<file path="config.mk">
export PLATFORM = sky130hd
export DESIGN_NAME = burst_write_master
export DESIGN_NICKNAME = d
export VERILOG_FILES = /design/src/rtl/burst_write_master.sv
export SDC_FILE = /design/constraint.sdc
export NUM_CORES = 1
export LEC_CHECK = 0
export ABC_AREA = 1
export CAP_MARGIN = 30
export CORE_UTILIZATION = 45
export CTS_BUF_LIST = sky130_fd_sc_hd__clkbuf_4 sky130_fd_sc_hd__clkbuf_8
export DETAILED_ROUTE_END_ITERATION = 8
export PLACE_DENSITY = 0.7
export RECOVER_POWER = 25
export SYNTH_ARGS = -nofsm -noshare
export SYNTH_HDL_FRONTEND = slang
export SYNTH_SLANG_ARGS = --single-unit
</file>
<file path="constraint.sdc">
create_clock -name clk -period 6.4 [get_ports clk]
set_input_delay 0.96 -clock clk [delete_from_list [all_inputs] [get_ports clk]]
set_output_delay 0.96 -clock clk [all_outputs]
set_load 0.05 [all_outputs]
</file>
<file path="src/rtl/burst_write_master.sv">
// rtl/burst_write_master.sv - Avalon-MM burst write master fed by a show-ahead FIFO
//
// Upstream logic pushes words into an internal FIFO; a ctrl_start pulse then
// issues exactly one write burst. The burst is launched only once every word
// of it is already buffered, so master_write never drops mid-burst.
//
// Ports:
//   clk                 system clock, rising edge
//   reset_n             asynchronous active-low reset
//   master_address      burst start byte address (held for the whole burst)
//   master_write        write request
//   master_writedata    FIFO head word (combinational, show-ahead)
//   master_burstcount   burst length in words (held for the whole burst)
//   master_byteenable   byte lane enables, constant all-ones
//   master_waitrequest  slave stall
//   ctrl_start          start request, sampled in IDLE only
//   ctrl_baseaddress    burst byte address
//   ctrl_burstcount     requested words, legal range 1..2^(BURST_WIDTH-1)
//   ctrl_busy           transfer in progress
//   ctrl_done           one-cycle pulse after the last beat
//   user_write          push user_writedata into the FIFO
//   user_writedata      data to buffer
//   user_full           FIFO full; pushes are dropped
//   user_used           words currently buffered
module burst_write_master #(
  parameter int ADDRESS_WIDTH     = 32,
  parameter int DATA_WIDTH        = 32,
  parameter int BYTE_ENABLE_WIDTH = 4,
  parameter int BURST_WIDTH       = 4,
  parameter int FIFO_DEPTH        = 16,
  parameter int FIFO_DEPTH_LOG2   = 4
) (
  input  logic                         clk,
  input  logic                         reset_n,
  output logic [ADDRESS_WIDTH-1:0]     master_address,
  output logic                         master_write,
  output logic [DATA_WIDTH-1:0]        master_writedata,
  output logic [BURST_WIDTH-1:0]       master_burstcount,
  output logic [BYTE_ENABLE_WIDTH-1:0] master_byteenable,
  input  logic                         master_waitrequest,
  input  logic                         ctrl_start,
  input  logic [ADDRESS_WIDTH-1:0]     ctrl_baseaddress,
  input  logic [BURST_WIDTH-1:0]       ctrl_burstcount,
  output logic                         ctrl_busy,
  output logic                         ctrl_done,
  input  logic                         user_write,
  input  logic [DATA_WIDTH-1:0]        user_writedata,
  output logic                         user_full,
  output logic [FIFO_DEPTH_LOG2:0]     user_used
);

  // Largest legal burst is 2^(BURST_WIDTH-1), i.e. only the MSB of burstcount set.
  localparam logic [BURST_WIDTH-1:0]   MAX_BURST   = {1'b1, {(BURST_WIDTH-1){1'b0}}};
  localparam logic [BURST_WIDTH-1:0]   ONE_BEAT    = {{(BURST_WIDTH-1){1'b0}}, 1'b1};
  localparam logic [FIFO_DEPTH_LOG2:0] DEPTH_COUNT = FIFO_DEPTH[FIFO_DEPTH_LOG2:0];

  typedef enum logic [1:0] {
    S_IDLE,
    S_LOAD,
    S_BURST,
    S_DONE
  } state_t;

  state_t state, state_nx;

  // ---------------------------------------------------------------------------
  // FIFO
  // ---------------------------------------------------------------------------
  logic [DATA_WIDTH-1:0]      mem [FIFO_DEPTH];
  logic [FIFO_DEPTH_LOG2-1:0] wr_ptr;
  logic [FIFO_DEPTH_LOG2-1:0] rd_ptr;
  logic [FIFO_DEPTH_LOG2:0]   used;
  logic                       push;
  logic                       pop;

  assign push = user_write && (used != DEPTH_COUNT);
  // master_write is only raised once the whole burst is buffered, so a pop
  // can never hit an empty FIFO.
  assign pop  = master_write && !master_waitrequest;

  // Storage is not reset; emptiness is tracked solely by used.
  always_ff @(posedge clk) begin
    if (push) begin
      mem[wr_ptr] <= user_writedata;
    end
  end

  always_ff @(posedge clk or negedge reset_n) begin
    if (!reset_n) begin
      wr_ptr <= '0;
      rd_ptr <= '0;
      used   <= '0;
    end else begin
      // Pointers wrap naturally because FIFO_DEPTH is a power of two.
      if (push) begin
        wr_ptr <= wr_ptr + 1'b1;
      end
      if (pop) begin
        rd_ptr <= rd_ptr + 1'b1;
      end
      case ({push, pop})
        2'b10:   used <= used + 1'b1;
        2'b01:   used <= used - 1'b1;
        default: used <= used;
      endcase
    end
  end

  assign master_writedata  = mem[rd_ptr];
  assign master_byteenable = '1;
  assign user_full         = (used == DEPTH_COUNT);
  assign user_used         = used;

  // ---------------------------------------------------------------------------
  // Control FSM
  // ---------------------------------------------------------------------------
  logic [BURST_WIDTH-1:0]   remaining, remaining_nx;
  logic [ADDRESS_WIDTH-1:0] address_nx;
  logic [BURST_WIDTH-1:0]   burstcount_nx;
  logic                     write_nx;
  logic                     busy_nx;
  logic                     done_nx;
  logic                     start_legal;
  logic                     burst_buffered;

  assign start_legal    = (ctrl_burstcount != '0) && (ctrl_burstcount <= MAX_BURST);
  assign burst_buffered = (32'(used) >= 32'(master_burstcount));

  always_ff @(posedge clk or negedge reset_n) begin
    if (!reset_n) begin
      state             <= S_IDLE;
      master_address    <= '0;
      master_burstcount <= '0;
      master_write      <= 1'b0;
      remaining         <= '0;
      ctrl_busy         <= 1'b0;
      ctrl_done         <= 1'b0;
    end else begin
      state             <= state_nx;
      master_address    <= address_nx;
      master_burstcount <= burstcount_nx;
      master_write      <= write_nx;
      remaining         <= remaining_nx;
      ctrl_busy         <= busy_nx;
      ctrl_done         <= done_nx;
    end
  end

  always_comb begin
    state_nx      = state;
    address_nx    = master_address;
    burstcount_nx = master_burstcount;
    write_nx      = master_write;
    remaining_nx  = remaining;
    busy_nx       = ctrl_busy;
    done_nx       = ctrl_done;

    case (state)
      S_IDLE: begin
        // Starts with an out-of-range count are dropped without a trace.
        if (ctrl_start && start_legal) begin
          address_nx    = ctrl_baseaddress;
          burstcount_nx = ctrl_burstcount;
          remaining_nx  = ctrl_burstcount;
          busy_nx       = 1'b1;
          state_nx      = S_LOAD;
        end
      end

      S_LOAD: begin
        // Wait until every beat of the burst is already in the FIFO.
        if (burst_buffered) begin
          write_nx = 1'b1;
          state_nx = S_BURST;
        end
      end

      S_BURST: begin
        if (!master_waitrequest) begin
          remaining_nx = remaining - 1'b1;
          if (remaining == ONE_BEAT) begin
            write_nx = 1'b0;
            done_nx  = 1'b1;
            state_nx = S_DONE;
          end
        end
      end

      S_DONE: begin
        done_nx  = 1'b0;
        busy_nx  = 1'b0;
        state_nx = S_IDLE;
      end

      default: begin
        state_nx = S_IDLE;
      end
    endcase
  end

endmodule

</file>
==> results.cfg <==
[global_routing]
grt_overflow_total = 0
grt_max_degree = 113
grt.total_usage_pct = 21.0
grt_pass1_vias = 15100
grt_first_pass_wirelength_mm = 85.0
antenna_found_initial = 0

[cells_and_area]
fin_util_pct = 53.7
multi_input_area_mm2 = 0.00545
fin_nets = 2177
area_delta_synth_final_pct = 17.1
fin_area_mm2 = 0.0271
diodes = 0
num-fill-cells = 4204
final_layout_size_suffix_gt1_share_pct = 9.07
seq_area_mm2 = 0.0168

[placement]
hpwl_mm = 29.8
port-buffer-count = 149
place.gp.congestion = 0.795
dpl-instance-area_mm2 = 0.0253

[route]
avgRoutedWirePerCell_um = 19.4
dr.pass1.iters = 5
num_vias = 15300
drc_errors = 0
drt-initial-drc-count = 1341
viasPerCell = 5.42
wirelength_mm = 54.8
ant_nets = 0

[synth]
mappedNetlistArea_mm2 = 0.0232
synthCells = 1926
yosys_most_used_dff = edfxtp_1
yosys_warnings = 0
yosys.area.top_type = edfxtp_1
synth_edf_count = 512
synth.top_cell.area_share_pct = 66.4
ys_seq_area_share_pct = 72.7
synth.avg_cell_area_um2 = 12.0
synth.distinct_cells = 28
synth_seq_cells = 570
async_flop_share_pct = 10.2
synthTopCellsByArea = edfxtp_1 66%, nor2_1 6.7%, dfrtp_1 6.3%

[cts]
numCtsBuffers = 92
cts_tree = built
cts-resized-gates = 0
cts_setup_buffers = 0
cts_sinks = 570
postCtsHoldBufs = 0
clockBufferDepth = 3
clkLatencyLatePin_ns = 0.67
cts-root-buf = clkbuf_8
h-tree-depth = 3
clk_pin_slew_ns = 0.06

[power]
power_density_mw_per_mm2 = 496
max-vdd-ir-drop_v = 0.000320
leakage_nw = 9.67
finalPower_w = 0.0135

[worst_setup_path]
end_kind = output port
r2r-start = rd_ptr[0]$_DFFE_PN0P_
worstSetupStartpoint = rd_ptr[0]$_DFFE_PN0P_
arrival_ns = 4.43
startpoint_type = flip-flop
crit_fanout = 90
worstPathRequired_ns = 5.44
worstSetupPathType = flip-flop to output port

[floorplan]
coreArea_mm2 = 0.0505
die-area_mm2 = 0.0524
chipHeight_um = 229
start_util_pct = 45.9
rows = 82
die_w_um = 229
ios = 154

[hold_path]
min_from = remaining[1]$_DFFE_PN0P_
hp-class = flip-flop to flip-flop

[timing]
setup_violations = 0
worst_slew_pin_slew_ns = 3.32
rsz0062_at_grt = no
relSlewSlack_pct = -122
fmax_mhz = 186
fin_crit_ns = 5.39
fin_crit_sh_pct = 84.2
hold_viol = 0
maxSlewViolCount = 59
tns_ns = 0
fin_skew_ns = 0.0325

[run_status]
status = complete, but fails checks
failed_checks = max-capacitance violations, max-slew violations

[job]
max-cap-violations = 1
critical path, cell delays in order, from the launching register on:
cell and delay (ns):
dfrtp_4 0.70, buf_4 0.60, buf_4 0.80, nor2_1 0.11, nor2_1 0.12, o21ai_0 0.10, nand3_1 0.12, nand3_1 0.14
nand2_1 0.15, clkdlybuf4s50_1 0.81
layout make-up:
| class | instances | area share (%) |
|---|---|---|
| Timing Repair Buffer | 178 | 6.47 |
| Clock buffer | 136 | 6.05 |
| Sequential cell | 570 | 62.1 |
| Tap cell | 672 | 3.10 |
| Multi-Input combinational cell | 1133 | 20.1 |
| Clock inverter | 24 | 0.614 |
| Inverter | 110 | 1.56 |
worst paths after layout:
path | slack, ns | endpoint | cells past startpoint
setup / recovery | 1.01 | master_writedata[7] | 9
max in group asynchronous | 2.54 | rd_ptr[0]$_DFFE_PN0P_ | 2
setup reg to reg | 3.55 | rd_ptr[2]$_DFFE_PN0P_ | 5
hold / removal | 0.48 | remaining[1]$_DFFE_PN0P_ | 2
hold reg to reg | 0.48 | remaining[1]$_DFFE_PN0P_ | 2
min in group asynchronous | 1.52 | master_address[18]$_DFFE_PN0P_ | 2
flip-flops by register name (all words and copies together), names as in the netlist:
register and cells:
rd_ptr 4, ctrl_done 1, master_address 32, remaining 4, state 2, master_burstcount 4, master_write 1, mem 512
user_used 5, wr_ptr 4, ctrl_busy 1
power by group:
part,switching [W],internal (W)
logic,0.00383,0.00163
registers,0.000346,0.00456
clock network,0.00138,0.00171
total,0.00556,0.00790
layout by cell type (no fill, tap or decap), drive strengths merged, types with 18 or more instances in the layout:
master / instances
inv: 110
o21ai: 302
buf: 29
nand2: 131
nor2: 411
nand3: 148
clkdlybuf4s50: 130
clkinv: 21
dlygate4sd3: 18
o211ai: 64
edfxtp: 512
dfrtp: 58
clkbuf: 137
a21oi: 38
ha: 19
per-stage QoR:
step                      hold WS, ns  setup WS [ns]  instances
after global routing            0.506          0.757       2823
after CTS                       0.449           1.04       2823
after floorplan                 0.442           3.28       1929
after global placement          0.458           1.78       2661
after detailed placement        0.475           1.80       2663
final                           0.481           1.01       2823
metal layers:
metal / part of all wire [%] / vias up / GRT usage [%]
met5: 0 / - / 0
met4: 2.9 / 0 / 8.58
met3: 6.8 / 104 / 3.90
met2: 48 / 592 / 33.6
met1: 43 / 7505 / 28.2
li1: - / 7110 / -
cell families (layout without fill, tap and decap cells):
kind of cell / count (synthesis) / in the layout / synth area share (%)
and+or+nand+nor: 695 / 695 / 12.1
DFF: 570 / 570 / 72.7
AOI/OAI and AO/OA: 407 / 407 / 9.51
other: 1 / 4 / 0.0162
xor gates and xnor gates: 8 / 8 / 0.303
buffers and inverters: 226 / 448 / 4.35
adders and majority gates: 19 / 19 / 1.03
cell usage after synthesis (17+ instances only):
cell / count
edfxtp_1: 512
nor2_1: 411
o21ai_0: 257
nand3_1: 148
nand2_1: 131
inv_1: 107
o211ai_1: 64
dfrtp_1: 58
clkbuf_1: 57
o21ai_1: 45
a21oi_1: 38
buf_2: 22
ha_1: 19
buf_1: 17
Note: power is estimated with default switching activity, not from simulation.
